===== src/rtl/uart_tx_arbiter_if.sv =====
// Requester and UART-side signals of the UART transmit arbiter.
// The arbiter uses the master modport; the producers/UART side uses slave.
interface uart_tx_arbiter_if #(
  parameter int unsigned NumReq = 4
);
  logic [8*NumReq-1:0] req_data;
  logic [NumReq-1:0]   req_valid;
  logic [NumReq-1:0]   req_last;
  logic [NumReq-1:0]   req_ready;
  logic [7:0]          data_in;
  logic                data_in_valid;
  logic                data_in_ready;
  logic [NumReq-1:0]   grant;
  logic                busy;
  logic                timeout;

  modport master (
    input  req_data, req_valid, req_last, data_in_ready,
    output req_ready, data_in, data_in_valid, grant, busy, timeout
  );

  modport slave (
    output req_data, req_valid, req_last, data_in_ready,
    input  req_ready, data_in, data_in_valid, grant, busy, timeout
  );
endinterface


===== src/rtl/uart_tx_arbiter.sv =====
// Round-robin, message-granular arbiter sharing one UART transmit channel.
// Owner keeps the grant until a last byte or an owner-stall timeout.
module uart_tx_arbiter #(
  parameter int unsigned NumReq        = 4,
  parameter int unsigned TimeoutCycles = 1024
) (
  input logic               clk,
  input logic               rst,
  uart_tx_arbiter_if.master bus
);

  localparam int unsigned IdxW   = (NumReq > 1) ? $clog2(NumReq) : 1;
  localparam int unsigned CntW   = (TimeoutCycles > 1) ? $clog2(TimeoutCycles) : 1;
  localparam int unsigned CntMax = (TimeoutCycles > 0) ? TimeoutCycles - 1 : 0;
  localparam logic [IdxW-1:0] LastIdx = IdxW'(NumReq - 1);

  typedef enum logic {IDLE, LOCKED} state_e;

  state_e            state, state_d;
  logic [IdxW-1:0]   owner, ptr, pick_idx, owner_nxt;
  logic              pick_found;
  logic [CntW-1:0]   stall_cnt;
  logic [7:0]        out_data;
  logic              out_valid, out_valid_d;
  logic [NumReq-1:0] grant_q;
  logic              busy_q, timeout_q;
  logic              own_valid, own_last;
  logic [7:0]        own_data;
  logic [NumReq-1:0] ready_c;
  logic              accept, stall_hit;

  assign own_valid = bus.req_valid[owner];
  assign own_last  = bus.req_last[owner];
  assign own_data  = bus.req_data[{owner, 3'b000} +: 8];
  assign owner_nxt = (owner == LastIdx) ? '0 : owner + IdxW'(1);

  // First requesting index scanning ptr, ptr+1, ... with wrap
  always_comb begin
    pick_idx   = ptr;
    pick_found = 1'b0;
    for (int unsigned k = 0; k < NumReq; k++) begin
      int unsigned idx;
      idx = (32'(ptr) + k) % NumReq;
      if (!pick_found && bus.req_valid[IdxW'(idx)]) begin
        pick_idx   = IdxW'(idx);
        pick_found = 1'b1;
      end
    end
  end

  // State register
  always_ff @(posedge clk or posedge rst) begin
    if (rst) state <= IDLE;
    else     state <= state_d;
  end

  // Next-state logic
  always_comb begin
    state_d = state;
    case (state)
      IDLE:    if (pick_found) state_d = LOCKED;
      LOCKED:  if ((accept && own_last) || stall_hit) state_d = IDLE;
      default: state_d = IDLE;
    endcase
  end

  // Owner handshake and stall detection; ready only reaches the owner
  always_comb begin
    ready_c   = '0;
    accept    = 1'b0;
    stall_hit = 1'b0;
    if (state == LOCKED) begin
      ready_c[owner] = !out_valid || bus.data_in_ready;
      accept         = own_valid && ready_c[owner];
      stall_hit      = (TimeoutCycles != 0) && !own_valid && (stall_cnt == CntW'(CntMax));
    end
  end

  // A load in the same cycle as a drain replaces the byte without a bubble
  assign out_valid_d = accept || (out_valid && !bus.data_in_ready);

  always_ff @(posedge clk or posedge rst) begin
    if (rst) begin
      owner     <= '0;
      ptr       <= '0;
      stall_cnt <= '0;
      out_data  <= 8'h00;
      out_valid <= 1'b0;
      grant_q   <= '0;
      busy_q    <= 1'b0;
      timeout_q <= 1'b0;
    end else begin
      out_valid <= out_valid_d;
      if (accept) out_data <= own_data;
      timeout_q <= stall_hit;
      busy_q    <= (state_d == LOCKED) || out_valid_d;
      if (state == IDLE) begin
        stall_cnt <= '0;
        if (pick_found) begin
          owner   <= pick_idx;
          grant_q <= NumReq'(1) << pick_idx;
        end
      end else begin
        if (own_valid)                              stall_cnt <= '0;
        else if ((TimeoutCycles != 0) && !stall_hit) stall_cnt <= stall_cnt + CntW'(1);
        if (state_d == IDLE) begin
          grant_q <= '0;
          ptr     <= owner_nxt;
        end
      end
    end
  end

  assign bus.req_ready     = ready_c;
  assign bus.data_in       = out_data;
  assign bus.data_in_valid = out_valid;
  assign bus.grant         = grant_q;
  assign bus.busy          = busy_q;
  assign bus.timeout       = timeout_q;

endmodule


===== src/flat_wrapper.sv =====
// flat-port wrapper written by rule: the top's interface ports become plain ports
module uart_tx_arbiter_flat 
#(
  parameter int unsigned NumReq        = 4,
  parameter int unsigned TimeoutCycles = 1024
)
  (clk, rst, bus_req_data, bus_req_valid, bus_req_last, bus_data_in_ready, bus_req_ready, bus_data_in, bus_data_in_valid, bus_grant, bus_busy, bus_timeout);
  uart_tx_arbiter_if #(.NumReq(NumReq)) bus_i ();
  input logic clk;
  input logic rst;
  input wire logic [$bits(bus_i.req_data)-1:0] bus_req_data;
  input wire logic [$bits(bus_i.req_valid)-1:0] bus_req_valid;
  input wire logic [$bits(bus_i.req_last)-1:0] bus_req_last;
  input wire logic [$bits(bus_i.data_in_ready)-1:0] bus_data_in_ready;
  output wire logic [$bits(bus_i.req_ready)-1:0] bus_req_ready;
  output wire logic [$bits(bus_i.data_in)-1:0] bus_data_in;
  output wire logic [$bits(bus_i.data_in_valid)-1:0] bus_data_in_valid;
  output wire logic [$bits(bus_i.grant)-1:0] bus_grant;
  output wire logic [$bits(bus_i.busy)-1:0] bus_busy;
  output wire logic [$bits(bus_i.timeout)-1:0] bus_timeout;
  assign bus_i.req_data = bus_req_data;
  assign bus_i.req_valid = bus_req_valid;
  assign bus_i.req_last = bus_req_last;
  assign bus_i.data_in_ready = bus_data_in_ready;
  assign bus_req_ready = bus_i.req_ready;
  assign bus_data_in = bus_i.data_in;
  assign bus_data_in_valid = bus_i.data_in_valid;
  assign bus_grant = bus_i.grant;
  assign bus_busy = bus_i.busy;
  assign bus_timeout = bus_i.timeout;
  uart_tx_arbiter #(.NumReq(NumReq), .TimeoutCycles(TimeoutCycles)) u_core (.clk(clk), .rst(rst), .bus(bus_i));
endmodule

===== config.mk =====
export PLATFORM = sky130hd
export DESIGN_NAME = uart_tx_arbiter_flat
export DESIGN_NICKNAME = d
export VERILOG_FILES = /design/src/rtl/uart_tx_arbiter_if.sv /design/src/rtl/uart_tx_arbiter.sv /design/src/flat_wrapper.sv
export SDC_FILE = /design/constraint.sdc
export NUM_CORES = 1
export LEC_CHECK = 0
export ABC_AREA = 1
export BUFFER_PORTS_ARGS = -buffer_cell sky130_fd_sc_hd__buf_2
export CAP_MARGIN = 20
export CORE_ASPECT_RATIO = 1.4
export CORE_MARGIN = 2
export CORE_UTILIZATION = 45
export CTS_CLUSTER_SIZE = 14
export DETAILED_ROUTE_END_ITERATION = 8
export PLACE_DENSITY = 0.74
export SLEW_MARGIN = 20
export SYNTH_ARGS = -nofsm -noshare
export SYNTH_HDL_FRONTEND = slang
export SYNTH_SLANG_ARGS = --single-unit

===== constraint.sdc =====
create_clock -name clk -period 2 [get_ports clk]
set_clock_uncertainty 0.2 [all_clocks]
set_input_delay 0 -clock clk [delete_from_list [all_inputs] [get_ports clk]]
set_output_delay 0 -clock clk [all_outputs]
set_load 0.02 [all_outputs]

# [Word level (Yosys, flattened, before mapping)]
# Cells that the tools add are included.
[classes] order_cmp=6 mux=36 bitwise_logic=3 eq_ne=4 reduce_logical=22 addsub=5 n_shift=2
[ops] op="variable part select 32 x 6 -> 8 bit" count=1
[ops] op="2-to-1 mux 10 bit" count=3
[ops] op="2-to-1 mux 1 bit" count=16
[ops] op="2-to-1 mux 4 bit" count=4
[ops] op="less-than comparator 2 x 3 -> 1 bit (second input constant)" count=5
[ops] op="binary-select mux 1 bit (select 2 bit)" count=7
[ops] op="adder 10 x 1 -> 10 bit (second input constant)" count=1
[ops] op="equality test 10 bit (second input constant)" count=1
[ops] op="logical AND 1 bit" count=8
[ops] op="2-to-1 mux 2 bit" count=4
[ops] op="zero test 1 bit" count=6
[ops] op="AND reduction 2 bit" count=3
[ops] op="adder 2 x 1 -> 2 bit (second input constant)" count=2
[ops] op="adder 2 bit (second input constant)" count=2
[ops] op="bitwise AND 4 bit" count=1
[ops] op="logical OR 1 bit" count=4
[ops] op="left shift 1 x 2 -> 4 bit (first input constant)" count=1
[ops] op="inequality test 3 bit (second input constant)" count=1
[ops] op="demux 1 bit (select 2 bit)" count=1
[ops] op="equality test 2 bit (second input constant)" count=1
[ops] op="greater-or-equal comparator 2 x 1 -> 1 bit (second input constant)" count=1
[ops] op="inequality test 2 bit (second input constant)" count=1
[ops] op="NOT 1 bit" count=2
[ops] op="case mux 1 bit (2 select lines)" count=1
[ops] op="nonzero test 2 bit" count=1
[word_totals] out_inout_bits=19 regBits=30

# [Logic depth before layout (Yosys ltp)]
[depth] depth_word=16 depth_mapped=14 mapped_depth_nobuf=13

# [Worst setup path after synthesis]
# No wires, ideal clock.
[synth_timing] path_kind="reg-to-reg" startpoint="register u_core.owner[0]" endpoint="register u_core.out_data[0], in the netlist u_core.bus.data_in[0]" stages_incl_launch_ff=9 period_less_slack_ps=2073 setup_ps=125 t_required_ps=1675 path_slack_ps=-73 arrival_ps=1748 path_buffers=2 cell_sequence="dfrtp_1 inv_2 buf_2 buf_2 ha_1 nand3_1 nand3_1 nand3_2 mux2_2"
[synth_between] elab_chain_cells=9 elab_cells_between_ends=13
[synth_lines] element="from (decl)" line_no="uart_tx_arbiter.sv:20" text="logic [IdxW-1:0] owner, ptr, pick_idx, owner_nxt;"
[synth_lines] element="from (signal assigned)" line_no="uart_tx_arbiter.sv:100" text="owner <= pick_idx;"
[synth_lines] element="less-than comparator 2 x 3 -> 1 bit (implied by the code) / greater-or-equal comparator 2 x 1 -> 1 bit (equally long branches)" line_no="uart_tx_arbiter.sv:73" text="ready_c[owner] = !out_valid || bus.data_in_ready;"
[synth_lines] element="logical AND 1 bit (implied by the code)" line_no="uart_tx_arbiter.sv:73"
[synth_lines] element="2-to-1 mux 1 bit (implied by the code)" line_no="uart_tx_arbiter.sv:73"
[synth_lines] element="demux 1 bit (select 2 bit)"
[synth_lines] element="bitwise AND 4 bit (no source line)"
[synth_lines] element="binary-select mux 1 bit (select 2 bit)" line_no="uart_tx_arbiter.sv:74" text="accept = own_valid && ready_c[owner];"
[synth_lines] element="2-to-1 mux 1 bit (implied by the code)" line_no="uart_tx_arbiter.sv:74"
[synth_lines] element="logical AND 1 bit" line_no="uart_tx_arbiter.sv:74"
[synth_lines] element="2-to-1 mux 1 bit" line_no="uart_tx_arbiter.sv:72" text="if (state == LOCKED) begin"
[synth_lines] element="to (signal assigned)" line_no="uart_tx_arbiter.sv:94" text="if (accept) out_data <= own_data;"
[synth_lines] element="to (decl)" line_no="uart_tx_arbiter.sv:23" text="logic [7:0] out_data;"
# Several ways; a longest one is shown, not always the timed one. The select of a mux whose other input is x is not followed.
# A chain may end at the register's enable or synchronous reset.

# [Worst setup path after layout]
[layout_timing] startpoint="register u_core.stall_cnt[1]" endpoint="register u_core.grant_q[2], in the netlist u_core.bus.grant[2]"
[layout_between] elab_chain_cells=8
[layout_lines] element="from (decl)" line_no="uart_tx_arbiter.sv:22" text="logic [CntW-1:0] stall_cnt;"
[layout_lines] element="from (signal assigned)" line_no="uart_tx_arbiter.sv:105" text="else if ((TimeoutCycles != 0) && !stall_hit) stall_cnt <= stall_cnt + CntW'(1);"
[layout_lines] element="equality test 10 bit" line_no="uart_tx_arbiter.sv:75" text="stall_hit = (TimeoutCycles != 0) && !own_valid && (stall_cnt == CntW'(CntMax));"
[layout_lines] element="logical AND 1 bit" line_no="uart_tx_arbiter.sv:75"
[layout_lines] element="2-to-1 mux 1 bit" line_no="uart_tx_arbiter.sv:72"
[layout_lines] element="logical OR 1 bit" line_no="uart_tx_arbiter.sv:62" text="LOCKED: if ((accept && own_last) || stall_hit) state_d = IDLE;"
[layout_lines] element="2-to-1 mux 1 bit" line_no="uart_tx_arbiter.sv:62"
[layout_lines] element="case mux 1 bit (2 select lines)" line_no="uart_tx_arbiter.sv:60" text="case (state)"
[layout_lines] element="inequality test 2 bit (no source line)"
[layout_lines] element="AND reduction 2 bit (no source line)"
[layout_lines] element="to (signal assigned)" line_no="uart_tx_arbiter.sv:101" text="grant_q <= NumReq'(1) << pick_idx;"
[layout_lines] element="to (decl)" line_no="uart_tx_arbiter.sv:25" text="logic [NumReq-1:0] grant_q;"
# No other way between the ends.

==> metrics.txt <==
Slew Viols, Final=0; #FFs+latches synth=30; first-pass GRT wire length=10760 um; share of cells above drive strength 1=0.3392; core footprint=4499 um2; main flop type after synthesis=dfrtp_1; H-Tree Depth=2; routed wire length=6657 um; Multi-input gate area=1230 um2; Vias=2432; Compound-Gate Fraction of Synth Area=0.1216; vias per std cell=5.253; Reg clk slew, reported paths=70 ps; num rows=29; CP startpoint kind=flip-flop; final core utilization=0.6852; diode count=0; asr flop ratio synth=1.000; GPL Wtd Cong=0.8379; DR iter-0 viols=157; Die X-Extent=61.59 um; Max Fclk=0.5140 GHz; Pleak=0.001566 uW; PD cells=1459 nW/um2; most common cell after layout, fill and taps aside=nand2_1; Post-Synthesis Cells=287; Final Net Count=449; clock net sink count=30; Simple-Gate Fraction of Synth Area=0.3719; global route overflow=0; Final setup violation count=0; Die Height=84.63 um; Peak VDD IR=0.9560 mV; share of synthesized cell area in full adder, half adder and majority cells=0.02994; Worst path slowest cell=dfrtp_1; max-cap violations=0; worst-margin pin slew=395.5 ps; IO Port Bufs=61; crit-path max cell delay=360 ps; register area=752.0 um2; syn avg cell area=7.281 um2; status=finished clean; largest net degree at the start of global routing=31; commonest non-fill, non-tap cells in the layout=78 x nand2_1, 61 x buf_2, 33 x dlygate4sd3_1; Critical Path Fanout Max=6; drt first pass iters=4; Final Hold Fails=0; crit-path most repeated cell=nand2_1; mux cell area share after synthesis=0.04311; DRC viols=0; Netlist cell types=33; worst path arrival time=1920 ps; XOR/XNOR Fraction of Synth Area=0.004192; slew margin rel.=0.7363; Worst Setup Path Type=reg -> reg; final worst setup slack=54.30 ps; Int Pwr=2339 uW; critical path required time=1980 ps; fill count=363; clk root buf=clkbuf_8; sequential power share=0.208; Logic pwr share=0.651; area grow syn2layout=47.55%; clock share of power=0.141; worst path cell trace=ha_1 -> nand2_1 -> nor2_2 -> nand2_2 -> nor2_2 -> nand2_2 -> nor2_4 -> nand3_4 -> nand2_4 -> nor2_4 -> nand2_1 -> nand2_1; cts bufs inserted=5; starting density of the core=0.4644; Mapped Area=2090 um2; Final ANT Viol Nets=0; IO Pins=62; GRT Resource Usage Total=0.2744; CTS tree=yes; worst min-delay path category=in -> reg; largest family of logic cells by synthesized area=simple AND/OR/NAND/NOR gates; minimum clock period=1946 ps; sequential area share after synthesis=0.3593; CTS max path bufs=2; pre-CTS WS=19.23 ps; Final period util=0.9729; Post-Syn Nets=335; Worst-Skew Late Latency=290 ps; DR WL/cell=14.38 um; die footprint=5212 um2; antenna violations before repair=0; crit end category=flip-flop; HPWL after detailed placement=4025 um; Sw Share=0.4800; Psw=2159 uW; YS warnings=0; Post-synth EDFFs=0; vias in the first global route=2373
[final timing paths]
path / start / depth (start not counted) / to / slack [ps]
worst min-delay path: bus_req_data[22] / 4 / u_core.bus.data_in[6] / 30
worst max register to register: u_core.stall_cnt[1] / 12 / u_core.bus.grant[2] / 50
min in group asynchronous: rst / 4 / u_core.bus.data_in[2] / 130
worst max-delay path: u_core.stall_cnt[1] / 12 / u_core.bus.grant[2] / 50
worst min register to register: u_core.bus.grant[3] / 2 / u_core.bus.grant[3] / 290
max in group asynchronous: rst / 4 / u_core.ptr[1] / 1150
[registers in the layout (all words and copies together), names as in the netlist]
signal	flops
u_core.stall_cnt	10
u_core.bus.data_in	8
u_core.bus.grant	4
u_core.owner	2
u_core.ptr	2
u_core.bus.busy	1
u_core.bus.data_in_valid	1
u_core.bus.timeout	1
u_core.state	1
[routing by layer]
metal / up-vias / wire, um / GRT usage
met2: 104 / 3657 / 0.4612
met5: - / 0 / 0
met1: 1127 / 2403 / 0.3065
met4: 0 / 249 / 0.1412
met3: 26 / 346 / 0.06780
li1: 1175 / - / -
[final cells by class]
| class | count | area share |
|---|---|---|
| Multi-Input combinational cell | 225 | 0.3989 |
| Timing Repair Buffer | 116 | 0.2658 |
| Sequential cell | 30 | 0.2439 |
| Inverter | 23 | 0.02963 |
| Clock buffer | 6 | 0.02679 |
| Tap cell | 62 | 0.02516 |
| Clock inverter | 1 | 0.009740 |
[kinds of logic after synthesis]
| logic type | Yosys count |
|---|---|
| compound gates | 45 |
| xor+xnor | 1 |
| fa+ha+maj | 5 |
| buf+inv | 32 |
| flops | 30 |
| mux | 8 |
| simple gates | 166 |
[cells in the mapped netlist (3+ instances only)]
master / count / area (um2)
o22ai_1: 9 / 56.30
inv_2: 5 / 18.77
mux2_2: 8 / 90.09
nor2_1: 33 / 123.9
nand3_1: 27 / 135.1
dfrtp_1: 30 / 750.7
nand2_1: 80 / 300.3
ha_1: 5 / 62.56
a21oi_1: 6 / 30.03
nand3_2: 3 / 30.03
inv_1: 16 / 60.06
nand2_2: 11 / 68.82
buf_2: 4 / 20.02
o21ai_0: 22 / 110.1
nand4_1: 3 / 18.77
[stage by stage]
step	power (uW)	TNS (ps)	hold slack (ps)	cells	area, um2
after detailed placement	3551	0	-96.09	411	2507
after global routing	4856	-176.0	81.55	463	3083
final	4498	0	29.44	463	3083
after floorplan	2924	0	-109.2	287	2116
after global placement	3492	0	-103.3	411	2507
after CTS	4242	0	9.275	451	2950
[repair_timing]
action                                  CTS  global route
endpoints found under the setup margin    0            23
gates resized for setup                   0            14
buffers inserted                          0            12
endpoints found under the hold margin    40             0
hold buffers                             33             0
[critical path: cells and delay by family, from the launching register on]
family                     cells  cell delay (ps)
adders and majority gates      1              170
DFF                            1              360
and+or+nand+nor               11             1110
[power by group through the flow]
stage	sequential, uW	clock, uW	combinational [uW]
after floorplan	1070	0	1850
after global placement	932	0	2560
after detailed placement	938	0	2610
after CTS	929	643	2670
after global routing	954	669	3230
final	936	635	2930
(Power assumes the default switching activity.)
